**config.mk**
```make
export PLATFORM = sky130hd
export DESIGN_NAME = pong_game_logic
export DESIGN_NICKNAME = d
export VERILOG_FILES = /design/src/rtl/pong_game_logic.sv
export SDC_FILE = /design/constraint.sdc
export NUM_CORES = 1
export LEC_CHECK = 0
export CAP_MARGIN = 20
export CORE_UTILIZATION = 60
export DETAILED_ROUTE_END_ITERATION = 8
export PLACE_DENSITY_LB_ADDON = 0.12
export SLEW_MARGIN = 40
export SYNTH_ARGS = -nofsm -noshare
export SYNTH_HDL_FRONTEND = slang
export SYNTH_SLANG_ARGS = --single-unit
```
**constraint.sdc**
```tcl
create_clock -name clk -period 5.2 [get_ports clk]
set_input_delay 0.52 -clock clk [delete_from_list [all_inputs] [get_ports clk]]
set_output_delay 0.52 -clock clk [all_outputs]
set_load 0.1 [all_outputs]
```
**src/rtl/pong_game_logic.sv**
```systemverilog
// Frame-rate Pong engine: paddle motion, ball physics, scoring and the serve/win sequence.
// All positions advance once per frame_tick so they stay stable while a frame is scanned out.
module pong_game_logic #(
    parameter logic [10:0] BALL_SIZE    = 11'd20,
    parameter logic [10:0] PAD_HEIGHT   = 11'd100,
    parameter logic [10:0] PAD_WIDTH    = 11'd10,
    parameter logic [10:0] PAD_OFFS     = 11'd35,
    parameter logic [10:0] H_RES        = 11'd1280,
    parameter logic [10:0] V_RES        = 11'd800,
    parameter logic [10:0] BALL_SPEED   = 11'd4,
    parameter logic [10:0] PAD_SPEED    = 11'd6,
    parameter logic [7:0]  SERVE_FRAMES = 8'd60,
    parameter logic [3:0]  WIN_SCORE    = 4'd9
) (
    input  logic        clk,
    input  logic        rst_n,
    input  logic        frame_tick,
    input  logic        start,
    input  logic        btn_l_up,
    input  logic        btn_l_dn,
    input  logic        btn_r_up,
    input  logic        btn_r_dn,
    output logic [10:0] ball_x,
    output logic [10:0] ball_y,
    output logic [10:0] padl_y,
    output logic [10:0] padr_y,
    output logic [3:0]  score_l,
    output logic [3:0]  score_r,
    output logic        point_pulse,
    output logic        game_over
);

    localparam logic [10:0] BALL_X0    = (H_RES - BALL_SIZE) / 11'd2;
    localparam logic [10:0] BALL_Y0    = (V_RES - BALL_SIZE) / 11'd2;
    localparam logic [10:0] PAD_Y0     = (V_RES - PAD_HEIGHT) / 11'd2;
    localparam logic [10:0] PAD_Y_MAX  = V_RES - PAD_HEIGHT;
    localparam logic [10:0] BALL_Y_MAX = V_RES - BALL_SIZE;
    localparam logic [10:0] L_FACE     = PAD_OFFS + PAD_WIDTH;
    localparam logic [10:0] R_FACE     = H_RES - PAD_OFFS - PAD_WIDTH - 11'd1;
    localparam logic [10:0] R_BALL_X   = R_FACE - BALL_SIZE;

    localparam logic signed [11:0] S_BALL_SIZE  = {1'b0, BALL_SIZE};
    localparam logic signed [11:0] S_PAD_HEIGHT = {1'b0, PAD_HEIGHT};
    localparam logic signed [11:0] S_H_RES      = {1'b0, H_RES};
    localparam logic signed [11:0] S_BALL_SPEED = {1'b0, BALL_SPEED};
    localparam logic signed [11:0] S_PAD_SPEED  = {1'b0, PAD_SPEED};
    localparam logic signed [11:0] S_PAD_Y_MAX  = {1'b0, PAD_Y_MAX};
    localparam logic signed [11:0] S_BALL_Y_MAX = {1'b0, BALL_Y_MAX};
    localparam logic signed [11:0] S_L_FACE     = {1'b0, L_FACE};
    localparam logic signed [11:0] S_R_FACE     = {1'b0, R_FACE};

    typedef enum logic [1:0] {ST_IDLE, ST_SERVE, ST_PLAY, ST_OVER} state_t;

    state_t            state_reg, state_next;
    logic [10:0]       ball_x_reg, ball_x_next;
    logic [10:0]       ball_y_reg, ball_y_next;
    logic              dx_pos_reg, dx_pos_next;
    logic              dy_pos_reg, dy_pos_next;
    logic [1:0][10:0]  pad_y_reg, pad_y_next, pad_moved;
    logic [3:0]        score_l_reg, score_l_next;
    logic [3:0]        score_r_reg, score_r_next;
    logic [7:0]        serve_cnt_reg, serve_cnt_next;
    logic              point_pulse_reg, point_pulse_next;
    logic              game_over_reg, game_over_next;

    // Index 0 is the left paddle, index 1 the right one.
    logic [1:0] btn_up, btn_dn;
    assign btn_up = {btn_r_up, btn_l_up};
    assign btn_dn = {btn_r_dn, btn_l_dn};

    genvar gi;
    generate
        for (gi = 0; gi < 2; gi++) begin : g_pad
            logic signed [11:0] y_s, y_up, y_dn;
            logic [10:0]        moved;
            assign y_s  = {1'b0, pad_y_reg[gi]};
            assign y_up = y_s - S_PAD_SPEED;
            assign y_dn = y_s + S_PAD_SPEED;
            always_comb begin
                moved = pad_y_reg[gi];
                if (btn_up[gi] && !btn_dn[gi]) begin
                    moved = (y_up < 12'sd0) ? 11'd0 : y_up[10:0];
                end else if (btn_dn[gi] && !btn_up[gi]) begin
                    moved = (y_dn > S_PAD_Y_MAX) ? PAD_Y_MAX : y_dn[10:0];
                end
            end
            assign pad_moved[gi] = moved;
        end
    endgenerate

    // Ball geometry, all on pre-move positions.
    logic signed [11:0] bx_s, by_s, pl_s, pr_s, by_up, by_dn;
    logic               overlap_l, overlap_r, hit_l, hit_r, miss_left_wall, miss_right_wall;
    logic [10:0]        y_new;
    logic               dy_new;
    logic [3:0]         score_l_inc, score_r_inc;
    logic [7:0]         serve_cnt_inc;

    assign bx_s  = {1'b0, ball_x_reg};
    assign by_s  = {1'b0, ball_y_reg};
    assign pl_s  = {1'b0, pad_y_reg[0]};
    assign pr_s  = {1'b0, pad_y_reg[1]};
    assign by_up = by_s - S_BALL_SPEED;
    assign by_dn = by_s + S_BALL_SPEED;

    assign overlap_l = (by_s + S_BALL_SIZE > pl_s) && (by_s < pl_s + S_PAD_HEIGHT);
    assign overlap_r = (by_s + S_BALL_SIZE > pr_s) && (by_s < pr_s + S_PAD_HEIGHT);
    assign hit_l = !dx_pos_reg && (bx_s >= S_L_FACE) && (bx_s - S_BALL_SPEED <= S_L_FACE) && overlap_l;
    assign hit_r = dx_pos_reg && (bx_s + S_BALL_SIZE <= S_R_FACE)
                   && (bx_s + S_BALL_SIZE + S_BALL_SPEED >= S_R_FACE) && overlap_r;
    // Leaving through the left wall scores for the right player and vice versa.
    assign miss_left_wall  = !dx_pos_reg && (bx_s - S_BALL_SPEED < 12'sd0);
    assign miss_right_wall = dx_pos_reg && (bx_s + S_BALL_SIZE + S_BALL_SPEED > S_H_RES);

    assign score_l_inc   = score_l_reg + 4'd1;
    assign score_r_inc   = score_r_reg + 4'd1;
    assign serve_cnt_inc = serve_cnt_reg + 8'd1;

    always_comb begin
        y_new  = ball_y_reg;
        dy_new = dy_pos_reg;
        if (dy_pos_reg) begin
            if (by_dn > S_BALL_Y_MAX) begin
                y_new  = BALL_Y_MAX;
                dy_new = 1'b0;
            end else begin
                y_new = by_dn[10:0];
            end
        end else begin
            if (by_up < 12'sd0) begin
                y_new  = 11'd0;
                dy_new = 1'b1;
            end else begin
                y_new = by_up[10:0];
            end
        end
    end

    always_comb begin
        state_next       = state_reg;
        ball_x_next      = ball_x_reg;
        ball_y_next      = ball_y_reg;
        dx_pos_next      = dx_pos_reg;
        dy_pos_next      = dy_pos_reg;
        pad_y_next       = pad_y_reg;
        score_l_next     = score_l_reg;
        score_r_next     = score_r_reg;
        serve_cnt_next   = serve_cnt_reg;
        point_pulse_next = 1'b0;

        case (state_reg)
            ST_IDLE, ST_OVER: begin
                // start takes priority over a coincident frame_tick
                if (start) begin
                    state_next     = ST_SERVE;
                    ball_x_next    = BALL_X0;
                    ball_y_next    = BALL_Y0;
                    pad_y_next     = {PAD_Y0, PAD_Y0};
                    score_l_next   = 4'd0;
                    score_r_next   = 4'd0;
                    serve_cnt_next = 8'd0;
                end
            end
            ST_SERVE: begin
                if (frame_tick) begin
                    pad_y_next     = pad_moved;
                    serve_cnt_next = serve_cnt_inc;
                    if (serve_cnt_inc == SERVE_FRAMES) begin
                        state_next = ST_PLAY;
                    end
                end
            end
            ST_PLAY: begin
                if (frame_tick) begin
                    pad_y_next  = pad_moved;
                    dy_pos_next = dy_new;
                    if (miss_left_wall || miss_right_wall) begin
                        ball_x_next      = BALL_X0;
                        ball_y_next      = BALL_Y0;
                        point_pulse_next = 1'b1;
                        serve_cnt_next   = 8'd0;
                        if (miss_left_wall) begin
                            score_r_next = score_r_inc;
                            dx_pos_next  = 1'b0;
                            state_next   = (score_r_inc == WIN_SCORE) ? ST_OVER : ST_SERVE;
                        end else begin
                            score_l_next = score_l_inc;
                            dx_pos_next  = 1'b1;
                            state_next   = (score_l_inc == WIN_SCORE) ? ST_OVER : ST_SERVE;
                        end
                    end else begin
                        ball_y_next = y_new;
                        if (hit_l) begin
                            ball_x_next = L_FACE;
                            dx_pos_next = 1'b1;
                        end else if (hit_r) begin
                            ball_x_next = R_BALL_X;
                            dx_pos_next = 1'b0;
                        end else if (dx_pos_reg) begin
                            ball_x_next = ball_x_reg + BALL_SPEED;
                        end else begin
                            ball_x_next = ball_x_reg - BALL_SPEED;
                        end
                    end
                end
            end
            default: state_next = ST_IDLE;
        endcase

        game_over_next = (state_next == ST_OVER);
    end

    always_ff @(posedge clk or negedge rst_n) begin
        if (!rst_n) begin
            state_reg       <= ST_IDLE;
            ball_x_reg      <= BALL_X0;
            ball_y_reg      <= BALL_Y0;
            dx_pos_reg      <= 1'b1;
            dy_pos_reg      <= 1'b1;
            pad_y_reg       <= {PAD_Y0, PAD_Y0};
            score_l_reg     <= 4'd0;
            score_r_reg     <= 4'd0;
            serve_cnt_reg   <= 8'd0;
            point_pulse_reg <= 1'b0;
            game_over_reg   <= 1'b0;
        end else begin
            state_reg       <= state_next;
            ball_x_reg      <= ball_x_next;
            ball_y_reg      <= ball_y_next;
            dx_pos_reg      <= dx_pos_next;
            dy_pos_reg      <= dy_pos_next;
            pad_y_reg       <= pad_y_next;
            score_l_reg     <= score_l_next;
            score_r_reg     <= score_r_next;
            serve_cnt_reg   <= serve_cnt_next;
            point_pulse_reg <= point_pulse_next;
            game_over_reg   <= game_over_next;
        end
    end

    assign ball_x      = ball_x_reg;
    assign ball_y      = ball_y_reg;
    assign padl_y      = pad_y_reg[0];
    assign padr_y      = pad_y_reg[1];
    assign score_l     = score_l_reg;
    assign score_r     = score_r_reg;
    assign point_pulse = point_pulse_reg;
    assign game_over   = game_over_reg;

endmodule
```
After elaboration in Yosys (flattened, before gate mapping) --
Index checks and enable logic that the tools add are counted.
Word-level totals: output and inout port bits 54, input bits 8, register bits 66
Operators by class: equal/unequal tests 16, add/sub/neg operators 17, mux-type cells 58, reductions and logical operators 33, $lt $le $gt $ge 16
Operators with widths (number):
- 11-bit two-way mux | 20
- 12-bit by 1-bit < comparator with 1-bit output (second input constant) | 4
- 11-bit by 3-bit subtractor with 12-bit output (second input constant) | 4
- 22-bit two-way mux | 2
- 11-bit case mux with 2 select lines | 2
- 22-bit case mux with 2 select lines | 1
- 11-bit by 3-bit adder with 12-bit output (second input constant) | 3
- 12-bit by 11-bit > comparator with 1-bit output (second input constant) | 3
- 8-bit two-way mux | 4
- 4-bit two-way mux | 7
- 11-bit by 5-bit adder with 12-bit output (second input constant) | 2
- 11-bit by 7-bit adder with 12-bit output (second input constant) | 2
- 12-bit > comparator | 2
- 12-bit < comparator | 2
- 8-bit case mux with 3 select lines | 1
- 2-bit two-way mux | 8
- 4-bit case mux with 2 select lines | 2
- 1-bit logical AND | 14
- 12-bit by 4-bit adder with 12-bit output (second input constant) | 1
- 12-bit >= comparator (second input constant) | 1
- 12-bit > comparator (second input constant) | 1
- 12-bit <= comparator (second input constant) | 1
- 12-bit by 7-bit <= comparator with 1-bit output (second input constant) | 1
- 2-bit != test (second input constant) | 6
- 23 further kinds | 46

Logic depth before layout (Yosys ltp) --
depth after elaboration 10, mapped depth 15, gate-level depth less buffers 14

Worst setup path before layout --
Ideal clock, no wire load.
path kind register -> register, from reg ball_x_reg[2] (netlist: ball_x[2]), to reg ball_x_reg[2] (netlist: ball_x[2]), buffers on the path 3, data required time 5.118 ns, stages on the path, launching flop included 14, arrival 4.023 ns, setup time 0.082 ns, slack 1.094 ns, cells stage by stage dfstp_2 > buf_2 > buf_1 > inv_1 > ha_1 > nor2b_1 > a32o_2 > a21oi_1 > or4_4 > a21o_4 > a2111oi_4 > buf_6 > nand3_4 > mux2_4
On the way: word-level cells in the longest chain between the ends 10, elaborated cells on any way between the ends 26, classes of those cells add/sub (5); order compare (6); mux (6); reduce/logical (9)
RTL lines:
- start: declaration | RTL line 55 | logic [10:0] ball_x_reg, ball_x_next;
- start signal: assignment | RTL line 228 | ball_x_reg <= ball_x_next;
- 11-bit by 5-bit adder with 12-bit output | RTL line 109, 110, 113
- 12-bit by 4-bit adder with 12-bit output / 12-bit <= comparator (equally long branches) | RTL line 110, 113, 109
- 12-bit >= comparator / 1-bit logical AND (equally long branches) | RTL line 110, 109
- 1-bit logical AND (2 in a row) | RTL line 110 | && (bx_s + S_BALL_SIZE + S_BALL_SPEED >= S_R_FACE) && overlap_r;
- 11-bit two-way mux | RTL line 196 | end else if (hit_r) begin
- 11-bit two-way mux | RTL line 193 | if (hit_l) begin
- 11-bit two-way mux (*) | RTL line 177 | if (miss_left_wall || miss_right_wall) begin
- 11-bit two-way mux (*) | RTL line 174 | if (frame_tick) begin
- 11-bit case mux with 2 select lines (*) | RTL line 151 | case (state_reg)
Mark *: on every way between the ends. The rest lies on a longest branch, timed or not. The select of a mux whose other input is x is not followed. A chain may end at the register's enable or synchronous reset.

Final worst setup path --
from reg ball_x_reg[3] (netlist: ball_x[3]), to reg ball_x_reg[2] (netlist: ball_x[2])
Same word-level chain as after synthesis.

==> results.py <==
metrics = {
    "synthesis": {
        "ys_warn_count": 0,
        "post_synth_xor_area_fraction_pct": 7.16,
        "synth_largest_area_cell": "dfrtp_1",
        "synth_area_per_cell_um2": 7.86,
        "synth-compound-area-share_pct": 28.6,
        "synth_cell_types": 95,
        "ys.flop_type": "dfrtp_1",
        "synth_edf_count": 0,
        "synth_top_family_by_area": "compound AO/OA/AOI/OAI gates",
        "seq_area_frac_synth_pct": 21.9,
        "ys_ff_latch": 63,
        "synth_area_leaders": "dfrtp_1 (13%), ha_1 (12%), dfstp_2 (8.6%)",
        "synth_simple_gate_area_share_pct": 22.5,
        "synth_cells": 934,
        "synth_top_cell_area_share_pct": 13.3,
        "ys_async_sr_fraction_pct": 100,
        "synthesis.area_um2": 7340,
        "synthMuxAreaShare_pct": 1.33,
        "yosys.area_share.adder_pct": 12.2,
    },
    "worst_setup_path": {
        "slowest_delay_ns": 0.77,
        "worstPathArrival_ns": 4.44,
        "end_kind": "register",
        "slowest_stage": "dfrtp_1",
        "cp.required_ns": 5.47,
        "crit_type": "reg -> reg",
        "critical_path.max_fanout": 19,
        "cp_cell_sequence": "ha_1 > o2111ai_2 > xnor2_1 > o2111ai_1 > or4b_1 > and3_4 > a2111oi_4 > nand3_4 > mux2_4",
        "start_kind": "register",
    },
    "finish": {
        "largest_reg_flops": 11,
        "antenna_cells": 0,
        "fill_cells": 1053,
        "drive_gt1_share_pct": 12.8,
        "nets": 1027,
        "final_area_um2": 7870,
        "layout-area-overhead-vs-synth_pct": 7.26,
    },
    "clock_tree": {
        "ctsHoldBuffers": 0,
        "clk_pin_slew_worst_paths_ns": 0.06,
        "post_cts_buffers": 0,
        "clk_latency_ns": 0.34,
        "post_cts_resized": 0,
        "cts.path.max_buffers": 2,
        "cts.sinks": 63,
        "cts_tree": "done",
        "h-tree-depth": 3,
        "numCtsBuffers": 9,
        "root_buffer": "clkbuf_16",
    },
    "sta": {
        "max-slew-margin-rel_pct": 44.3,
        "min_period_ns": 4.17,
        "finClkSkew_ns": 0.00483,
        "rsz0062_at_grt": "no",
        "fmax_mhz": 240,
        "period_share_pct": 80.2,
        "final_hold_viol_count": 0,
        "setup_viol": 0,
        "finalMaxSlewViolations": 0,
        "worst_slew_pin_slew_ns": 0.831,
        "setup_tns_ns": 0,
        "worst_hold_slack_ns": 0.0456,
    },
    "die": {
        "core_um2": 12000,
        "start_util_pct": 61.3,
        "fp-row-count": 40,
        "fp.dieArea_um2": 12700,
        "io_pins": 62,
        "die_h_um": 113,
        "die_x_um": 113,
    },
    "global_routing": {
        "grtUsageTotal_pct": 33.6,
        "grt_pass1_wl_mm": 34.2,
        "grt_antenna_before_repair": 0,
        "grt_max_degree": 54,
        "grt_overflow": 0,
        "grt_pass1_vias": 6854,
    },
    "drt": {
        "wl_per_cell_um": 19.0,
        "viasPerCell": 6.68,
        "drc_errors": 0,
        "drtPass1Iterations": 6,
        "drtIter0Drc": 761,
        "ant_nets": 0,
        "drt_wl_total_mm": 20.9,
        "routed-via-count": 7352,
    },
    "power": {
        "ir_drop_v": 0.000444,
        "power_density_nw_per_um2": 401,
        "leakagePower_nw": 3.26,
    },
    "min_path": {
        "worstHoldPathType": "in -> async",
    },
    "outcome": {
        "status": "complete, no violations",
    },
    "place": {
        "numPortBuffers": 58,
        "hpwl_mm": 15.6,
        "gp_congestion": 0.937,
        "placed_cell_area_um2": 7590,
    },
    "job": {
        "timing.max_cap.violations": 0,
    },
}
==> where the power goes <==
part           switching [mW]  internal (mW)
Combinational            1.23          0.572
Sequential              0.195          0.596
Clock                   0.240          0.324
Total                    1.66           1.49
==> metal layers <==
metal / vias to the layer above / wire, um / part of all wire [%] / GRT usage, %
met5: - / 0 / 0 / 0
li1: 3496 / - / - / -
met2: 282 / 9860 / 47 / 54.9
met3: 52 / 1190 / 5.7 / 3.83
met1: 3522 / 9250 / 44 / 45.4
met4: 0 / 569 / 2.7 / 13.0
==> cells in the final DEF, fill, tap and decap left out, drive strengths merged, types with 7 or more instances in the layout <==
cell type and n:
o21ai 81, nand2 80, ha 70, nor2 69, a21oi 64, buf 55, inv 46, xnor2 45
dfrtp 39, nand3 34, nor3 30, dfstp 24, a211oi 15, o211ai 14, a31oi 13, nor2b 13
nand4 12, xor2 12, a22o 11, a21o 11, or3 10, clkbuf 10, nor4 9, nand2b 9
o31ai 9, and3 9, or4 9, and2 7, nand3b 7, o21a 7, o2111ai 7
==> Yosys cell counts (8+ instances only) <==
cell type,instances
o211ai_1,14
nor4_1,9
or4_1,8
and3_1,8
nand2b_1,9
xor2_1,11
nand2_1,80
nand3_1,33
inv_1,45
nand4_1,12
a31oi_1,13
ha_1,70
nor3_1,30
a22o_1,11
a21oi_1,62
nor2b_1,13
o31ai_1,9
nor2_1,68
a21o_1,10
xnor2_1,44
or3_1,10
clkbuf_1,41
dfstp_2,24
dfrtp_1,39
o21ai_0,77
a211oi_1,13
==> through the flow <==
stage / setup WS [ns] / util, % / cells / total power, mW
floorplan: 1.09 / - / 936 / 2.18
global placement: 1.17 / 65.6 / 1084 / 2.57
detailed placement: 1.03 / 63.5 / 1084 / 2.57
CTS: 1.05 / 65.8 / 1100 / 3.15
global route: 0.695 / 65.8 / 1100 / 3.38
finish: 1.03 / 65.8 / 1100 / 3.15
==> area by class of cell <==
cell class / instances / area (um2) / area share, %
Tap cell: 147 / 184 / 2.34
Timing Repair Buffer: 61 / 343 / 4.36
Clock inverter: 6 / 46.3 / 0.588
Multi-Input combinational cell: 765 / 5280 / 67.1
Inverter: 48 / 180 / 2.29
Clock buffer: 10 / 229 / 2.91
Sequential cell: 63 / 1610 / 20.4
==> cells by family (layout without fill, tap and decap cells) <==
group | count (synthesis) | in the layout
AOI/OAI and AO/OA | 304 | 304
xor gates and xnor gates | 57 | 57
adders and majority gates | 71 | 71
buffers and inverters | 108 | 125
DFF | 63 | 63
muxes | 9 | 9
other | 1 | 3
and+or+nand+nor | 321 | 321
==> worst max-delay path, delay by kind of cell, from the launching register on <==
family / cells / cell delay, ns
AOI/OAI and AO/OA: 3 / 1.07
and+or+nand+nor: 3 / 0.96
xor gates and xnor gates: 1 / 0.29
muxes: 1 / 0.29
DFF: 1 / 0.77
adders and majority gates: 1 / 0.69
==> path summary, 6_finish.rpt <==
check                      slack, ns                to  depth (start not counted)             start
hold reg to reg                 0.51  serve_cnt_reg[7]                          1  serve_cnt_reg[7]
max in group asynchronous       4.18         ball_y[3]                          2             rst_n
setup reg to reg                1.03         ball_x[2]                          9         ball_x[3]
min in group clk                0.51  serve_cnt_reg[7]                          1  serve_cnt_reg[7]
setup / recovery                1.03         ball_x[2]                          9         ball_x[3]
hold / removal                  0.05         padl_y[5]                          1             rst_n
No activity file was read; power rests on OpenSTA's default activity.
